`src/rtl/spim_bus_responder_if.sv`:
```
// spim_bus_responder_if: CPU register-window strobes plus the SPI-flash pins of
// the NORA SPI-master responder, bundled so the block has a single bus port.
// Ports: regaddr/wr_en/rd_en/wdata/rdata (CPU side), spi_csn/spi_sck/spi_mosi/spi_miso (flash side).
// slave  = the responder (drives rdata and the SPI outputs).
// master = the CPU decoder plus the flash device (drive strobes, write data and spi_miso).
interface spim_bus_responder_if;
  logic [1:0] regaddr;
  logic       wr_en;
  logic       rd_en;
  logic [7:0] wdata;
  logic [7:0] rdata;
  logic       spi_csn;
  logic       spi_sck;
  logic       spi_mosi;
  logic       spi_miso;

  modport slave (
    input  regaddr, wr_en, rd_en, wdata, spi_miso,
    output rdata, spi_csn, spi_sck, spi_mosi
  );

  modport master (
    output regaddr, wr_en, rd_en, wdata, spi_miso,
    input  rdata, spi_csn, spi_sck, spi_mosi
  );
endinterface

```
`src/rtl/spim_bus_responder.sv`:
```
// spim_bus_responder: NORA SPI-master register window (CTRL/STAT/DATA at $9F63-$9F65)
// with a mode-0 shift engine between a TX and an RX byte FIFO.
// Latency: register side effects land on the wr_en/rd_en edge; one byte = 2 + 16*2^S clk.
// Backpressure: none toward the CPU; a DATA write into a full TX FIFO is dropped and
//   flagged (STAT[3]), a received byte arriving with RX full is dropped and flagged (STAT[4]).
// Ports: clk_i, rst_i (asynchronous, active high); bus (slave modport of spim_bus_responder_if).
// Optional feature: define SPIM_LOOPBACK_EN to make CTRL[7] a loopback switch
//   (the shifter samples spi_mosi instead of spi_miso).

// spim_fifo: small synchronous byte FIFO (DEPTH must be a power of 2).
// Latency: push visible at the head one cycle later; pop removes the head on the edge.
// Backpressure: a push while full is accepted only when a pop happens in the same cycle.
module spim_fifo #(
  parameter int DEPTH = 4,
  parameter int WIDTH = 8,
  localparam int AW = (DEPTH > 1) ? $clog2(DEPTH) : 1,
  localparam int CW = $clog2(DEPTH + 1)
) (
  input  logic             clk_i,
  input  logic             rst_i,
  input  logic             push_i,
  input  logic             pop_i,
  input  logic [WIDTH-1:0] wdata_i,
  output logic [WIDTH-1:0] rdata_o,
  output logic             full_o,
  output logic             empty_o,
  output logic [CW-1:0]    count_o
);
  logic [WIDTH-1:0] mem_q [DEPTH];
  logic [AW-1:0]    wr_ptr_q;
  logic [AW-1:0]    rd_ptr_q;
  logic [CW-1:0]    count_q;
  logic             do_push;
  logic             do_pop;

  assign empty_o = (count_q == '0);
  assign full_o  = (count_q == CW'(DEPTH));
  assign do_pop  = pop_i && !empty_o;
  assign do_push = push_i && (!full_o || do_pop);
  assign rdata_o = mem_q[rd_ptr_q];
  assign count_o = count_q;

  always_ff @(posedge clk_i) begin
    if (do_push) begin
      mem_q[wr_ptr_q] <= wdata_i;
    end
  end

  // Pointers wrap naturally because DEPTH is a power of 2.
  always_ff @(posedge clk_i or posedge rst_i) begin
    if (rst_i) begin
      wr_ptr_q <= '0;
      rd_ptr_q <= '0;
      count_q  <= '0;
    end else begin
      if (do_push) wr_ptr_q <= wr_ptr_q + AW'(1);
      if (do_pop)  rd_ptr_q <= rd_ptr_q + AW'(1);
      if (do_push && !do_pop) begin
        count_q <= count_q + CW'(1);
      end else if (do_pop && !do_push) begin
        count_q <= count_q - CW'(1);
      end
    end
  end
endmodule

module spim_bus_responder #(
  parameter int TXDEPTH = 4,
  parameter int RXDEPTH = 4
) (
  input  logic                 clk_i,
  input  logic                 rst_i,
  spim_bus_responder_if.slave  bus
);
  localparam int TXCW = $clog2(TXDEPTH + 1);
  localparam int RXCW = $clog2(RXDEPTH + 1);

  typedef enum logic [1:0] {
    ST_IDLE,
    ST_LOAD,
    ST_SHIFT,
    ST_DONE
  } state_e;

  state_e     state_q, state_d;
  logic [7:0] ctrl_q, ctrl_d;
  logic [7:0] shreg_q, shreg_d;
  logic [2:0] speed_q, speed_d;
  logic [6:0] div_q, div_d;
  logic [3:0] half_q, half_d;
  logic       sck_q, sck_d;
  logic       mosi_q, mosi_d;
  logic       rx_ovf_q, rx_ovf_d;
  logic       tx_ovf_q, tx_ovf_d;

  logic            tx_full, tx_empty;
  logic [7:0]      tx_head;
  logic [TXCW-1:0] tx_count;
  logic            rx_full, rx_empty;
  logic [7:0]      rx_head;
  logic [RXCW-1:0] rx_count;

  logic       wr_ctrl, wr_stat, wr_data, rd_data;
  logic       tx_pop, tx_drop, rx_push, rx_pop, rx_drop;
  logic       miso_s;
  logic [7:0] half_len_m1;
  logic       div_end;
  logic       busy;
  logic [3:0] rx_cnt_w;
  logic [2:0] rx_cnt_sat;
  logic [7:0] stat_w;
  logic [7:0] rdata_w;

`ifdef SPIM_LOOPBACK_EN
  localparam logic [7:0] CTRL_WMASK = 8'hFF;
  assign miso_s = ctrl_q[7] ? mosi_q : bus.spi_miso;
`else
  localparam logic [7:0] CTRL_WMASK = 8'h7F;
  assign miso_s = bus.spi_miso;
`endif

  // Register decode
  assign wr_ctrl = bus.wr_en && (bus.regaddr == 2'd0);
  assign wr_stat = bus.wr_en && (bus.regaddr == 2'd1);
  assign wr_data = bus.wr_en && (bus.regaddr == 2'd2);
  assign rd_data = bus.rd_en && (bus.regaddr == 2'd2);

  // A write into a full TX FIFO survives only when the engine pops the same cycle.
  assign tx_pop  = (state_q == ST_LOAD);
  assign tx_drop = wr_data && tx_full && !tx_pop;
  assign rx_pop  = rd_data && !rx_empty;
  assign rx_push = (state_q == ST_DONE);
  assign rx_drop = rx_push && rx_full && !rx_pop;

  spim_fifo #(.DEPTH(TXDEPTH), .WIDTH(8)) u_tx_fifo (
    .clk_i   (clk_i),
    .rst_i   (rst_i),
    .push_i  (wr_data),
    .pop_i   (tx_pop),
    .wdata_i (bus.wdata),
    .rdata_o (tx_head),
    .full_o  (tx_full),
    .empty_o (tx_empty),
    .count_o (tx_count)
  );

  spim_fifo #(.DEPTH(RXDEPTH), .WIDTH(8)) u_rx_fifo (
    .clk_i   (clk_i),
    .rst_i   (rst_i),
    .push_i  (rx_push),
    .pop_i   (rx_pop),
    .wdata_i (shreg_q),
    .rdata_o (rx_head),
    .full_o  (rx_full),
    .empty_o (rx_empty),
    .count_o (rx_count)
  );

  // Half-period length is 2^S cycles; S is the copy latched at LOAD.
  assign half_len_m1 = (8'd1 << speed_q) - 8'd1;
  assign div_end     = ({1'b0, div_q} == half_len_m1);

  always_comb begin
    state_d  = state_q;
    ctrl_d   = ctrl_q;
    shreg_d  = shreg_q;
    speed_d  = speed_q;
    div_d    = div_q;
    half_d   = half_q;
    sck_d    = sck_q;
    mosi_d   = mosi_q;
    rx_ovf_d = rx_ovf_q;
    tx_ovf_d = tx_ovf_q;

    if (wr_ctrl) begin
      ctrl_d = bus.wdata & CTRL_WMASK;
    end
    if (wr_stat) begin
      if (bus.wdata[4]) rx_ovf_d = 1'b0;
      if (bus.wdata[3]) tx_ovf_d = 1'b0;
    end
    // A new overflow in the same cycle as a clear keeps the flag set.
    if (tx_drop) tx_ovf_d = 1'b1;
    if (rx_drop) rx_ovf_d = 1'b1;

    unique case (state_q)
      ST_IDLE: begin
        if (!tx_empty) state_d = ST_LOAD;
      end
      ST_LOAD: begin
        shreg_d = tx_head;
        mosi_d  = tx_head[7];
        sck_d   = 1'b0;
        speed_d = ctrl_q[5:3];
        div_d   = '0;
        half_d  = '0;
        state_d = ST_SHIFT;
      end
      ST_SHIFT: begin
        if (div_end) begin
          div_d  = '0;
          sck_d  = ~sck_q;
          half_d = half_q + 4'd1;
          // Rising edge samples into the LSB; falling edge presents the next
          // bit, which after the sample shift sits in shreg[7]. The final
          // falling edge leaves mosi alone: there is no next bit.
          if (!sck_q) begin
            shreg_d = {shreg_q[6:0], miso_s};
          end else if (half_q != 4'd15) begin
            mosi_d = shreg_q[7];
          end
          if (half_q == 4'd15) state_d = ST_DONE;
        end else begin
          div_d = div_q + 7'd1;
        end
      end
      ST_DONE: begin
        state_d = tx_empty ? ST_IDLE : ST_LOAD;
      end
      default: state_d = ST_IDLE;
    endcase
  end

  always_ff @(posedge clk_i or posedge rst_i) begin
    if (rst_i) begin
      state_q  <= ST_IDLE;
      ctrl_q   <= 8'h00;
      shreg_q  <= 8'h00;
      speed_q  <= 3'd0;
      div_q    <= '0;
      half_q   <= '0;
      sck_q    <= 1'b0;
      mosi_q   <= 1'b0;
      rx_ovf_q <= 1'b0;
      tx_ovf_q <= 1'b0;
    end else begin
      state_q  <= state_d;
      ctrl_q   <= ctrl_d;
      shreg_q  <= shreg_d;
      speed_q  <= speed_d;
      div_q    <= div_d;
      half_q   <= half_d;
      sck_q    <= sck_d;
      mosi_q   <= mosi_d;
      rx_ovf_q <= rx_ovf_d;
      tx_ovf_q <= tx_ovf_d;
    end
  end

  // Status and read mux
  assign busy       = (state_q != ST_IDLE) || (tx_count != '0);
  assign rx_cnt_w   = 4'(rx_count);
  assign rx_cnt_sat = (rx_cnt_w > 4'd7) ? 3'd7 : rx_cnt_w[2:0];
  assign stat_w     = {busy, rx_empty, tx_full, rx_ovf_q, tx_ovf_q, rx_cnt_sat};

  always_comb begin
    rdata_w = 8'h00;
    case (bus.regaddr)
      2'd0:    rdata_w = ctrl_q;
      2'd1:    rdata_w = stat_w;
      2'd2:    rdata_w = rx_empty ? 8'h00 : rx_head;
      default: rdata_w = 8'h00;
    endcase
  end

  assign bus.rdata    = rdata_w;
  assign bus.spi_csn  = ~ctrl_q[0];
  assign bus.spi_sck  = sck_q;
  assign bus.spi_mosi = mosi_q;
endmodule

```
`src/flat_wrapper.sv`:
```
// flat-port wrapper written by rule: the top's interface ports become plain ports
module spim_bus_responder_flat 
#(
  parameter int TXDEPTH = 4,
  parameter int RXDEPTH = 4
)
  (clk_i, rst_i, bus_regaddr, bus_wr_en, bus_rd_en, bus_wdata, bus_spi_miso, bus_rdata, bus_spi_csn, bus_spi_sck, bus_spi_mosi);
  spim_bus_responder_if bus_i ();
  input  logic clk_i;
  input  logic rst_i;
  input wire logic [$bits(bus_i.regaddr)-1:0] bus_regaddr;
  input wire logic [$bits(bus_i.wr_en)-1:0] bus_wr_en;
  input wire logic [$bits(bus_i.rd_en)-1:0] bus_rd_en;
  input wire logic [$bits(bus_i.wdata)-1:0] bus_wdata;
  input wire logic [$bits(bus_i.spi_miso)-1:0] bus_spi_miso;
  output wire logic [$bits(bus_i.rdata)-1:0] bus_rdata;
  output wire logic [$bits(bus_i.spi_csn)-1:0] bus_spi_csn;
  output wire logic [$bits(bus_i.spi_sck)-1:0] bus_spi_sck;
  output wire logic [$bits(bus_i.spi_mosi)-1:0] bus_spi_mosi;
  assign bus_i.regaddr = bus_regaddr;
  assign bus_i.wr_en = bus_wr_en;
  assign bus_i.rd_en = bus_rd_en;
  assign bus_i.wdata = bus_wdata;
  assign bus_i.spi_miso = bus_spi_miso;
  assign bus_rdata = bus_i.rdata;
  assign bus_spi_csn = bus_i.spi_csn;
  assign bus_spi_sck = bus_i.spi_sck;
  assign bus_spi_mosi = bus_i.spi_mosi;
  spim_bus_responder #(.TXDEPTH(TXDEPTH), .RXDEPTH(RXDEPTH)) u_core (.clk_i(clk_i), .rst_i(rst_i), .bus(bus_i));
endmodule
```
`config.mk`:
```
export PLATFORM = sky130hd
export DESIGN_NAME = spim_bus_responder_flat
export DESIGN_NICKNAME = d
export VERILOG_FILES = /design/src/rtl/spim_bus_responder_if.sv /design/src/rtl/spim_bus_responder.sv /design/src/flat_wrapper.sv
export SDC_FILE = /design/constraint.sdc
export NUM_CORES = 1
export LEC_CHECK = 0
export ABC_AREA = 0
export BUFFER_PORTS_ARGS = -buffer_cell sky130_fd_sc_hd__buf_2
export CAP_MARGIN = 20
export CORE_ASPECT_RATIO = 1.5
export CORE_MARGIN = 2
export CORE_UTILIZATION = 63
export CTS_BUF_LIST = sky130_fd_sc_hd__clkbuf_4 sky130_fd_sc_hd__clkbuf_8
export CTS_CLUSTER_SIZE = 16
export DETAILED_ROUTE_END_ITERATION = 8
export PLACE_DENSITY = 0.82
export SLEW_MARGIN = 10
export SYNTH_ARGS = -nofsm -noshare
export SYNTH_HDL_FRONTEND = slang
export SYNTH_HIERARCHICAL = 1
export SYNTH_SLANG_ARGS = --single-unit
```
`constraint.sdc`:
```
create_clock -name clk_i -period 3.1 [get_ports clk_i]
set_input_delay 0.31 -clock clk_i [delete_from_list [all_inputs] [get_ports clk_i]]
set_output_delay 0.31 -clock clk_i [all_outputs]
set_load 0.02 [all_outputs]
```
==> flow_summary.toml, run 1 <==
[run_status]
status = "complete, no violations"

[placement]
hpwl_microns = 7250
dp.cells = 491
port_buffers = 25
gp_congestion = 0.842

[power_and_ir_drop]
swShare_pct = 34.5
p_int_mw = 3.54
ir_drop_mv = 0.478
seq_power_share_pct = 45.9
p_comb_share_pct = 32.0
cellLeakagePower_nw = 2.18
power_per_cell_area_nw_per_um2 = 924
p_sw_mw = 1.86
clockPowerShare_pct = 22.1

[hold_path]
hold_class = "input port to flop"
hold_path_depth = 1
worstHoldStart = "bus_wdata[7]"

[cts]
cts_tree = "done"
cts_made_buffers = 17
cts_root_buffer = "clkbuf_8"
clk_latency_ns = 0.42
post_cts_buffers = 0
cts_buffer_depth = 2
clk_pin_slew_ns = 0.06
cts_num_sinks = 113
cts_hold_buf = 1
post_cts_resized = 0
cts.htree.levels = 4

[setup_path]
cp_max_fo = 7
crit_type = "flop to flop"
end_kind = "flop"
rr_worst_depth = 9
critPathLaunch = "u_core/u_rx_fifo/count_o[0]"
critPathLaunchType = "flop"
cp.required_ns = 3.41
r2r-start = "u_core/u_rx_fifo/count_o[0]"
cp_data_arrival_time_ns = 2.92

[floorplan]
row_count = 41
design.core.area_sq_um = 8310
start_util_pct = 63.9
die_w_microns = 79.0
dieArea_sq_um = 9200
die_h_microns = 116
io-pin-count = 26

[sta]
relSlewSlack_pct = 55.2
hold_violations = 0
slew_viol_final = 0
finalSetupTns_ns = 0
fin_crit_sh_pct = 84.2
finalSetupViolations = 0
layout_min_cycle_time_ns = 2.61
tightest_slew_ns = 0.671
fmax_mhz = 383
grt_setup_unrepaired = "no"
fin_worst_skew_ns = 0.00749

[cells_and_area]
n_antenna_cell = 0
multi_input_area_sq_um = 1970
nFillCells = 561
layout.cells.non_filler = 523
drive_above_1_share_pct = 26.4
register_area_sq_um = 3150
layout.nets = 438
syn2layout_area_growth_pct = 9.98

[yosys]
synthXorXnorAreaFrac_pct = 2.80
ys.flop_type = "edfxtp_1"
ys_seq_elements = 113
synth_fp_nets = 408
synthMuxAreaShare_pct = 10.5
seq_area_frac_synth_pct = 59.2
ys.warnings.count = 6
async_reset_ff_share_pct = 43.4
postSynthCellCount = 374
synth-edff-count = 64
synthTopCellsByArea = "edfxtp_1, dfrtp_1, mux4_2"
syn_area_sq_um = 5310
synth_top_family_by_area = "multiplexers"
yosys.area_share.simple_pct = 10.3
synth_cell_types = 62
post-synth-top-area-fraction_pct = 36.2
synth.avg_cell_area_sq_um = 14.2
synth-compound-area-share_pct = 8.81
yosys.area.top_type = "edfxtp_1"
synth_fa_ha_area_share_pct = 4.76

[drt]
firstDrtPassIters = 4
vias_per_cell = 6.11
num_vias = 3193
routed_wl_microns = 10100
wl_per_cell_microns = 19.3
drtIter0Drc = 260
antenna_left = 0
drc_errors = 0

[grt]
first_global_vias = 3289
grt.total_usage_pct = 24.1
overflow = 0
grt_pass1_wl_microns = 16200
grt_max_degree = 19
antenna_found_initial = 0

[flow_run]
cap_violations = 0
[final cells by class]
class | count | area share [%]
Multi-Input combinational cell | 222 | 33.8
Tap cell | 107 | 2.29
Sequential cell | 113 | 53.9
Clock buffer | 20 | 4.39
Clock inverter | 11 | 1.58
Inverter | 20 | 1.28
Timing Repair Buffer | 30 | 2.83
[sequential cells by signal, indices dropped and copies added, names as in the netlist]
signal,cells
u_core/bus.spi_mosi,1
u_core/bus.spi_sck,1
u_core/ctrl_q,7
u_core/div_q,7
u_core/half_q,4
u_core/rx_ovf_q,1
u_core/shreg_q,8
u_core/speed_q,3
u_core/state_q,2
u_core/tx_ovf_q,1
u_core/u_rx_fifo/count_o,3
u_core/u_rx_fifo/mem_q,32
u_core/u_rx_fifo/rd_ptr_q,2
u_core/u_rx_fifo/wr_ptr_q,2
u_core/u_tx_fifo/count_o,3
u_core/u_tx_fifo/mem_q,32
u_core/u_tx_fifo/rd_ptr_q,2
u_core/u_tx_fifo/wr_ptr_q,2
[cell usage after synthesis (9+ instances only)]
library cell and instances:
dfrtp_1 49, nand2_1 20, xnor2_1 12, mux2_2 13
o21ai_0 17, a21oi_1 11, nor2b_1 9, ha_1 17
inv_1 20, edfxtp_1 64, mux4_2 16
[cell usage in the layout (no fill, tap or decap), drive strengths merged, types with 4 or more instances in the layout]
| cell | n |
|---|---|
| edfxtp | 64 |
| dfrtp | 49 |
| buf | 29 |
| inv | 20 |
| nand2 | 20 |
| clkbuf | 20 |
| o21ai | 19 |
| ha | 17 |
| mux4 | 16 |
| mux2 | 15 |
| xnor2 | 12 |
| a21oi | 11 |
| nor2b | 9 |
| and2 | 9 |
| nor2 | 8 |
| nand3 | 8 |
| or3 | 7 |
| o221a | 7 |
| nand2b | 6 |
| clkinvlp | 5 |
| xor2 | 5 |
| clkinv | 5 |
| nor3b | 5 |
| nand4 | 4 |
[per-stage QoR]
step | cell area [sq um] | hold slack [ns] | utilization [%] | power [mW] | worst slack [ns]
6_report | 5840 | 0.107 | 70.3 | 5.40 | 0.491
5_1_grt | 5840 | 0.0960 | 70.3 | 5.71 | 0.282
4_1_cts | 5840 | 0.0847 | 70.3 | 5.43 | 0.512
3_5_place_dp | 5490 | 0.293 | 66.0 | 4.23 | 0.532
3_3_place_gp | 5490 | 0.284 | 66.0 | 4.12 | 0.638
2_1_floorplan | 5310 | 0.113 | - | 3.80 | 0.753
[path summary, 6_finish.rpt]
path | slack [ns] | end
setup / recovery | 0.49 | u_core/u_rx_fifo/count_o[1]
hold / removal | 0.11 | u_core/u_tx_fifo/mem_q[0][7]
setup reg to reg | 0.49 | u_core/u_rx_fifo/count_o[1]
hold reg to reg | 0.51 | u_core/rx_ovf_q
max in group asynchronous | 1.84 | u_core/bus.spi_mosi
min in group asynchronous | 0.39 | u_core/u_rx_fifo/count_o[1]
[cells by family after synthesis]
kind of cell	Yosys count
muxes	33
adders and majority gates	19
xor gates and xnor gates	17
DFF	113
AOI/OAI and AO/OA	62
buffers and inverters	39
and+or+nand+nor	91
[metal layers]
metal	wire length, microns	track usage (%)	vias up
li1	-	-	1461
met1	3910	27.4	1601
met2	5380	41.4	109
met3	463	6.49	22
met4	316	13.4	0
met5	0	0	-
[critical path, cell delays in order, from the launching register on]
cell and delay, ns:
dfrtp_1 0.47, nor3_1 0.48, nor3b_1 0.13, and2_1 0.22, inv_1 0.10, a21boi_4 0.08, ha_1 0.23, inv_1 0.09
fa_1 0.42, mux2_2 0.28
[power groups by stage]
stage          clock network [mW]  logic (mW)  registers (mW)
6_report                     1.19        1.73            2.48
5_1_grt                      1.29        1.89            2.53
4_1_cts                      1.22        1.73            2.48
3_5_place_dp                    0        1.72            2.50
3_3_place_gp                    0        1.66            2.47
2_1_floorplan                   0        1.55            2.25
(Power assumes the default switching activity.)
==> run 2, diff against run 1 <==
- clock period: 3.1 -> 2.6 ns (I/O delays scaled with it)
==> run 2 against run 1 <==
Sequential power grew 17%. Sequential cell count stayed put. Fmax rose by 5.2%. Critical endpoint is now u_core/shreg_q[3]. Largest power group unchanged. Highest routed layer unchanged.
==> flow_summary.toml, run 2 (synthesis gave the netlist of run 1 again) <==
[run_status]
status = "complete, no violations"

[setup_path]
cp_data_arrival_time_ns = 2.84
cp_common_cell = "or4_1"
crit_chain = "or4_1 -> o31ai_1 -> o211ai_2 -> or4_1 -> o21ai_4 -> o221a_2"
crit_slowest_cell = "or4_1"
cp_max_fo = 12
critPathMaxStageDelay_ns = 0.67
r2r_end = "u_core/shreg_q[3]"
r2r-start = "u_core/speed_q[1]"
crit_family = "simple AND/OR/NAND/NOR gates"
r2r_slack_ns = 0.12
crit_type = "flop to flop"
critPathLaunchType = "flop"
cp.required_ns = 2.95
end_kind = "flop"
cp_num_buf_inv = 0
critPathLaunch = "u_core/speed_q[1]"
rr_worst_depth = 6

[cells_and_area]
n_antenna_cell = 0
design_area_sq_um = 6010
layout.nets = 446
nFillCells = 561
final_common_cell = "edfxtp_1"
drive_above_1_share_pct = 29.2
final_cell_mix = "edfxtp_1, dfrtp_1, buf_2"
register_area_sq_um = 3150
multi_input_area_sq_um = 1980
reg.largest.list = "u_core/u_rx_fifo/mem_q x32, u_core/u_tx_fifo/mem_q x32, u_core/shreg_q x8"
syn2layout_area_growth_pct = 13.1

[power_and_ir_drop]
ir_drop_mv = 0.542
p_sw_mw = 2.33
seq_power_share_pct = 41.8
cellLeakagePower_nw = 2.28
power_per_cell_area_nw_per_um2 = 1160
clockPowerShare_pct = 26.2
p_int_mw = 4.64
p_comb_share_pct = 31.9
swShare_pct = 33.4

[floorplan]
dieArea_sq_um = 9200
design.core.area_sq_um = 8310
die_w_microns = 79.0
io-pin-count = 26
start_util_pct = 63.9
row_count = 41
die_h_microns = 116

[grt]
first_global_vias = 3182
overflow = 0
antenna_found_initial = 0
grt_pass1_wl_microns = 16500
grt.total_usage_pct = 24.8
grt_max_degree = 34

[sta]
fin_worst_skew_ns = 0.0131
finalSetupTns_ns = 0
hold_violations = 0
slew_viol_final = 0
fin_crit_sh_pct = 95.4
fmax_mhz = 403
layout_min_cycle_time_ns = 2.48
relSlewSlack_pct = 59.3
finalSetupViolations = 0
tightest_slew_ns = 0.609

[drt]
antenna_left = 0
wl_per_cell_microns = 19.5
top_layer_used = "met4"
firstDrtPassIters = 4
wl_met3_microns = 499
routed_wl_microns = 10400
routed-wl-met2_microns = 5700
vias_per_cell = 5.97
num_vias = 3178
wl_met1_microns = 3980
drtIter0Drc = 190
drc_errors = 0

[hold_path]
hold_path_depth = 1
worstHoldStart = "bus_wdata[7]"
hold_class = "input port to flop"
hold-path-endpoint = "u_core/u_tx_fifo/mem_q[0][7]"

[flow_run]
cap_violations = 0

[placement]
hpwl_microns = 7340
gp_congestion = 0.766
dpl-instance-area_sq_um = 5550
port_buffers = 25

[cts]
clk_pin_slew_ns = 0.07
cts_num_sinks = 113
cts_tree = "done"
cts_made_buffers = 17
clk_latency_ns = 0.43
cts_root_buffer = "clkbuf_8"
cts_buffer_depth = 2
cts.htree.levels = 4
-- run 2: cell types whose count changed in the layout (fill, tap and decap cells not counted) --
cell,delta
inv_6,+3
and2_1,-1
clkinvlp_4,-3
nor3b_1,-1
clkbuf_8,+2
clkbuf_4,-2
clkinv_2,+1
nor3b_2,+1
bufinv_16,+3
and2_4,+1
buf_4,+8
clkinv_1,-3
-- run 2: worst register-to-register path, delay by kind of cell, from the launching register on --
family | cells | cell delay, ns
compound gates | 4 | 0.72
flops | 1 | 0.49
simple gates | 2 | 1.21
-- run 2: layer usage --
| metal | global-route usage, % | vias to the layer above |
|---|---|---|
| met5 | 0 | - |
| met4 | 11.1 | 0 |
| met3 | 5.95 | 16 |
| met2 | 43.6 | 88 |
| met1 | 28.7 | 1602 |
| li1 | - | 1472 |
-- run 2: final cells by class --
class	instances	share of cell area, %
Clock buffer	20	4.47
Clock inverter	12	3.00
Inverter	20	1.25
Multi-Input combinational cell	222	32.9
Sequential cell	113	52.4
Tap cell	107	2.23
Timing Repair Buffer	38	3.75
-- run 2: worst max-delay path by stage --
stage,end,slack [ns],depth (start not counted)
2_1_floorplan,u_core/u_rx_fifo/count_o[2],0.25,11
3_3_place_gp,u_core/u_rx_fifo/count_o[2],0.25,11
3_5_place_dp,u_core/u_rx_fifo/count_o[2],0.1,11
4_1_cts,u_core/u_rx_fifo/count_o[2],0.07,11
5_1_grt,u_core/u_rx_fifo/count_o[2],-0.001,11
6_report,u_core/shreg_q[3],0.12,6
-- run 2: power groups by stage --
stage,logic [mW],registers [mW],clock network (mW)
floorplan,1.85,2.68,0
global placement,2.08,2.91,0
detailed placement,2.20,2.94,0
CTS,2.22,2.92,1.87
global route,2.40,2.98,1.95
finish,2.22,2.91,1.83
-- run 2: through the flow --
stage,setup WS (ns),instances,power [mW],hold slack [ns],util [%]
2_1_floorplan,0.253,374,4.53,0.0634,-
3_3_place_gp,0.252,499,4.99,0.152,66.7
3_5_place_dp,0.0959,499,5.14,0.150,66.7
4_1_cts,0.0735,532,7.00,0.0255,72.3
5_1_grt,-0.00116,532,7.33,0.0321,72.3
6_report,0.119,532,6.96,0.0526,72.3
-- run 2: repair_timing --
| item | 4_1_cts | 5_1_grt |
|---|---|---|
| hold buffers | 1 | 0 |
| resized for setup | 0 | 2 |
| endpoints found under the hold margin | 16 | 0 |
| setup buffers | 0 | 0 |
| setup endpoints to repair | 0 | 1 |
